--- src/rtl/tff_toggle_scheduler.sv ---
// Round-robin scheduler sharing one bank of T flip-flops among several requesters.
// A granted requester's mask is pulsed onto t for cnt cycles; the settled q is returned with ack.
module tff_toggle_scheduler #(
  parameter int unsigned NREQ  = 4,
  parameter int unsigned WIDTH = 8,
  parameter int unsigned CW    = 4
) (
  input  logic                  clk,
  input  logic                  rstn,
  input  logic [NREQ-1:0]       req,
  input  logic [NREQ*WIDTH-1:0] mask,
  input  logic [NREQ*CW-1:0]    cnt,
  input  logic [WIDTH-1:0]      q,
  output logic [WIDTH-1:0]      t,
  output logic [NREQ-1:0]       gnt,
  output logic [NREQ-1:0]       ack,
  output logic [WIDTH-1:0]      rdata,
  output logic                  busy
);

  localparam int unsigned PW = (NREQ > 1) ? $clog2(NREQ) : 1;
  localparam logic [NREQ-1:0] OneHot0 = NREQ'(1);

  typedef enum logic [1:0] {StIdle, StPulse, StSettle, StAck} state_e;

  state_e            state_q, state_d;
  logic [NREQ-1:0]   gnt_q, gnt_d;
  logic [NREQ-1:0]   ack_q, ack_d;
  logic [PW-1:0]     gidx_q, gidx_d;
  logic [PW-1:0]     ptr_q, ptr_d;
  logic [WIDTH-1:0]  mask_q, mask_d;
  logic [CW-1:0]     cnt_q, cnt_d;
  logic [WIDTH-1:0]  rdata_q, rdata_d;

  logic              found;
  logic [PW-1:0]     sel;

  // First set request at or above the pointer, wrapping modulo NREQ.
  always_comb begin
    found = 1'b0;
    sel   = '0;
    for (int k = 0; k < int'(NREQ); k++) begin
      int j;
      j = int'(ptr_q) + k;
      if (j >= int'(NREQ)) j = j - int'(NREQ);
      if (!found && req[j[PW-1:0]]) begin
        found = 1'b1;
        sel   = j[PW-1:0];
      end
    end
  end

  always_comb begin
    state_d = state_q;
    gnt_d   = gnt_q;
    ack_d   = '0;
    gidx_d  = gidx_q;
    ptr_d   = ptr_q;
    mask_d  = mask_q;
    cnt_d   = cnt_q;
    rdata_d = rdata_q;
    unique case (state_q)
      StIdle: begin
        if (found) begin
          gnt_d   = OneHot0 << sel;
          gidx_d  = sel;
          mask_d  = mask[sel*WIDTH +: WIDTH];
          cnt_d   = cnt[sel*CW +: CW];
          state_d = (cnt_d == '0) ? StSettle : StPulse;
        end
      end
      StPulse: begin
        cnt_d = cnt_q - CW'(1);
        if (cnt_q == CW'(1)) state_d = StSettle;
      end
      StSettle: begin
        // q has absorbed the last toggle; capture it as the ack is raised.
        state_d = StAck;
        ack_d   = gnt_q;
        rdata_d = q;
      end
      StAck: begin
        state_d = StIdle;
        gnt_d   = '0;
        ptr_d   = (gidx_q == PW'(NREQ - 1)) ? '0 : gidx_q + PW'(1);
      end
      default: state_d = StIdle;
    endcase
  end

  always_ff @(posedge clk) begin
    if (!rstn) begin
      state_q <= StIdle;
      gnt_q   <= '0;
      ack_q   <= '0;
      gidx_q  <= '0;
      ptr_q   <= '0;
      mask_q  <= '0;
      cnt_q   <= '0;
      rdata_q <= '0;
    end else begin
      state_q <= state_d;
      gnt_q   <= gnt_d;
      ack_q   <= ack_d;
      gidx_q  <= gidx_d;
      ptr_q   <= ptr_d;
      mask_q  <= mask_d;
      cnt_q   <= cnt_d;
      rdata_q <= rdata_d;
    end
  end

  assign t     = (state_q == StPulse) ? mask_q : '0;
  assign gnt   = gnt_q;
  assign ack   = ack_q;
  assign rdata = rdata_q;
  assign busy  = (state_q != StIdle);

endmodule

--- config.mk ---
export PLATFORM = sky130hd
export DESIGN_NAME = tff_toggle_scheduler
export DESIGN_NICKNAME = d
export VERILOG_FILES = /design/src/rtl/tff_toggle_scheduler.sv
export SDC_FILE = /design/constraint.sdc
export NUM_CORES = 1
export LEC_CHECK = 0
export CAP_MARGIN = 10
export CORE_ASPECT_RATIO = 0.8
export CORE_MARGIN = 1.5
export CORE_UTILIZATION = 41
export CTS_CLUSTER_SIZE = 30
export DETAILED_ROUTE_END_ITERATION = 7
export PLACE_DENSITY_LB_ADDON = 0.05
export SETUP_SLACK_MARGIN = 0.3
export SLEW_MARGIN = 10
export SYNTH_ARGS = -nofsm -noshare
export SYNTH_HDL_FRONTEND = slang
export SYNTH_SLANG_ARGS = --single-unit
--- constraint.sdc ---
create_clock -name clk -period 2.7 [get_ports clk]
set_clock_uncertainty 0.05 [all_clocks]
set_input_delay 0.675 -clock clk [delete_from_list [all_inputs] [get_ports clk]]
set_output_delay 0.675 -clock clk [all_outputs]
set_load 0.01 [all_outputs]
==> summary.md <==
| Metric | Value |
|---|---|
| 1st-pass router iterations | `4` |
| Seq/Total Area, Yosys | `between 30% and 40%` |
| Die height | `approximately 66 um` |
| Commonest non-fill, non-tap cell in the layout | `clkdlybuf4s50_1` |
| Reg-to-reg endpoint | `mask_q[1]$_SDFFE_PN0P_` |
| Fin crit period | `about 2400 ps` |
| Post-Syn Area | `around 2000 um^2` |
| Largest net degree at the start of global routing | `19` |
| Overall power | `2.435 mW` |
| Lkg Pwr | `~1.4 nW` |
| N_diodes | `0` |
| Placement Setup Slack | `-46.64 ps` |
| Sink Count | `34` |
| Area delta synth->final | `64.50%` |
| Setup-failing EPs final | `0` |
| R2R Setup Slk | `approximately 480 ps` |
| Critical path buffer and inverter count | `4` |
| Via Count | `just under 2000` |
| Maxcap violations | `0` |
| Top cell by count, worst path | `buf_4` |
| CP Capture Type | `flop` |
| Warnings, synthesis | `0` |
| Number of register bits inferred by synthesis | `34` |
| Fmax | `415.3 MHz` |
| Peak supply drop | `0.0005379 V` |
| Core area | `4652 um^2` |
| Total global routing overflow | `0` |
| Vias per cell | `approximately 5` |
| Wirelength per Cell | `14.94 um` |
| Design Area, Final | `about 3300 um^2` |
| FF-to-FF Start | `ptr_q[1]$_SDFFE_PN0P_` |
| Die area | `5358 um^2` |
| Post-Route WL | `between 5000 and 6000 um` |
| Max Fanout on Critical Path | `5` |
| Status | `completed` |
| CP Launch Type | `primary input` |
| Most frequent cells in the layout | `clkdlybuf4s50_1 (80), dfxtp_1 (33), mux2i_1 (27)` |
| Worst-Skew Late Latency | `280 ps` |
| Critical Path Max Stage Delay | `about 520 ps` |
| CTS buffer count | `5` |
| Crit path kind | `in2reg` |
| Pins over their slew limit | `0` |
| Hold depth | `2` |
| CP Cell Sequence | `clkdlybuf4s50_1 -> a21oi_2 -> nor3_4 -> buf_4 -> buf_12 -> buf_4 -> and2b_1 -> a211oi_2 -> a211o_1 -> a21boi_1` |
| Avg Cell Area, Syn | `9.221 um^2` |
| Crit path capture | `mask_q[1]$_SDFFE_PN0P_` |
| Slew HR | `between 50 and 60%` |
| Yosys cell types | `37` |
| Initial drt markers | `90` |
| HPWL Detailed | `slightly above 4000 um` |
| Final hold violation count | `0` |
| Gpl congestion | `0.8699` |
| Core Rows | `22` |
| CTS hold repair buffers | `0` |
| Crit share post-route | `89.19%` |
| I/O Pins | `87` |
| Htree depth | `2` |
| Layout cell share with drive strength beyond 1 | `roughly 17%` |
| Setup TNS | `0 ps` |
| Worst path depth | `10` |
| CP top delay family | `buffers and inverters` |
| Initial antenna violation count | `0` |
| Hold Slack | `between 400 and 500 ps` |
| Syn Inst Count | `219` |
| Die Wd | `between 80 and 90 um` |
| Unrepaired setup endpoints after global routing | `true` |
| Worst Reg-to-Reg Cells | `10` |
| Root Buffer | `clkbuf_8` |
| CP Data Arrival Time | `between 2000 and 3000 ps` |
| Initial Util | `between 40% and 50%` |
| Gr usage total | `21.18%` |
| Crit path from | `req[3]` |
| Worst slew pin tran | `between 600 and 700 ps` |
| Worst path slowest cell | `clkdlybuf4s50_1` |
| Placed cell areas | `3034 um^2` |
| Vias in the first global route | `between 1500 and 2000` |
| Clock tree buffer depth | `2` |
| Fin nets | `roughly 390` |
| Pwr dens | `approximately 730 nW/um^2` |
| CTS tree | `done` |
| Final setup margin | `a little under 300 ps` |
| Net count after synthesis | `just under 300` |
| PortBufs | `between 80 and 90` |
| Min-delay src | `mask_q[1]$_SDFFE_PN0P_` |
| Residual DRC | `0` |
| Routed Antenna Nets | `0` |
| First-pass GRT wire length | `approximately 8500 um` |
| Reg clk slew, reported paths | `70 ps` |
| Worst EP required | `2830 ps` |
| Worst hold path class | `reg2reg` |
## per-stage QoR
step / std cells / utilization, %
after floorplan: 219 / -
after global placement: 370 / 65.22
after detailed placement: 370 / 65.22
after CTS: 379 / 68.48
after global routing: 385 / 71.41
final: 385 / 71.41
## power by group
part,switching [mW],internal [mW]
Clock,0.182,0.276
Sequential,0.0931,0.631
Combinational,0.598,0.655
## synth_stat cells, drive strengths merged
cell type,count,share of area [%]
a32oi,2,0.87
and2b,8,3.0
clkbuf,10,1.9
dfxtp,34,34
mux2i,28,14
o2111ai,1,0.43
a21oi,7,1.9
a31oi,1,0.31
o211a,2,0.99
a211o,8,3.5
buf,4,1.9
a22oi,2,0.74
a31o,1,0.43
mux2,5,2.8
ha,8,5.0
a211oi,8,3.0
nor3,2,1.1
o21ai,6,1.5
and3,7,2.2
o2bb2ai,1,0.43
o22ai,1,0.31
o22a,1,0.43
and2,9,2.8
o21a,2,0.74
nand2b,3,0.93
nor2,6,1.1
o221ai,1,0.43
nand2,15,2.8
a21boi,9,3.3
nor2b,17,5.3
nor4,2,0.62
o31ai,2,0.74
inv,6,1.1
## sequential cells by signal, summed over array words and instances, names as in the netlist
| signal | flops |
|---|---|
| gnt | 4 |
| rdata | 8 |
| ack | 4 |
| ptr_q | 2 |
| gidx_q | 2 |
| mask_q | 8 |
| cnt_q | 4 |
| state_q | 2 |
## logic make-up (layout without fill, tap and decap cells)
group	count (synthesis)	in the layout	share of synthesized area, %
simple gates	69	69	19.70
compound gates	55	55	20.08
flops	34	34	33.70
buf+inv	20	126	4.894
mux	33	33	16.67
fa+ha+maj	8	8	4.957
## layout make-up
class,instances,area (um^2)
Fill cell,360,1330
Multi-Input combinational cell,165,1318
Timing Repair Buffer,112,1119
Sequential cell,34,681.9
Clock buffer,7,76.32
Tap cell,60,75.07
Clock inverter,1,30.03
Inverter,6,22.52
## routing by layer
layer	vias to the layer above	global-route usage (%)	share of wire [%]
li1	996	-	-
met1	909	29.87	49
met2	34	32.64	47
met3	5	4.138	4.1
met4	0	5.819	0.57
met5	-	0	0
## worst register-to-register path: stages, from the launching register on
cell and delay [ps]:
dfxtp_1 470, mux2i_1 250, nor2_2 80, nor3_4 200
buf_4 160, buf_12 110, buf_4 120, and2b_1 190
a211oi_2 230, a211o_1 190, a21boi_1 70
## repair_timing
| action | CTS | global route |
|---|---|---|
| gates resized for setup | 5 | 21 |
| cloned | 1 | 1 |
| pin swaps | 3 | 4 |
| buffers inserted | 0 | 5 |
| setup endpoints to repair | 15 | 23 |
## how the worst min path moves through the flow
stage	end	slack (ps)
2_1_floorplan	mask_q[0]$_SDFFE_PN0P_	380
3_3_place_gp	mask_q[2]$_SDFFE_PN0P_	390
6_report	mask_q[1]$_SDFFE_PN0P_	400
4_1_cts	mask_q[1]$_SDFFE_PN0P_	400
5_1_grt	mask_q[1]$_SDFFE_PN0P_	420
3_5_place_dp	mask_q[1]$_SDFFE_PN0P_	390
(Power assumes the default switching activity.)
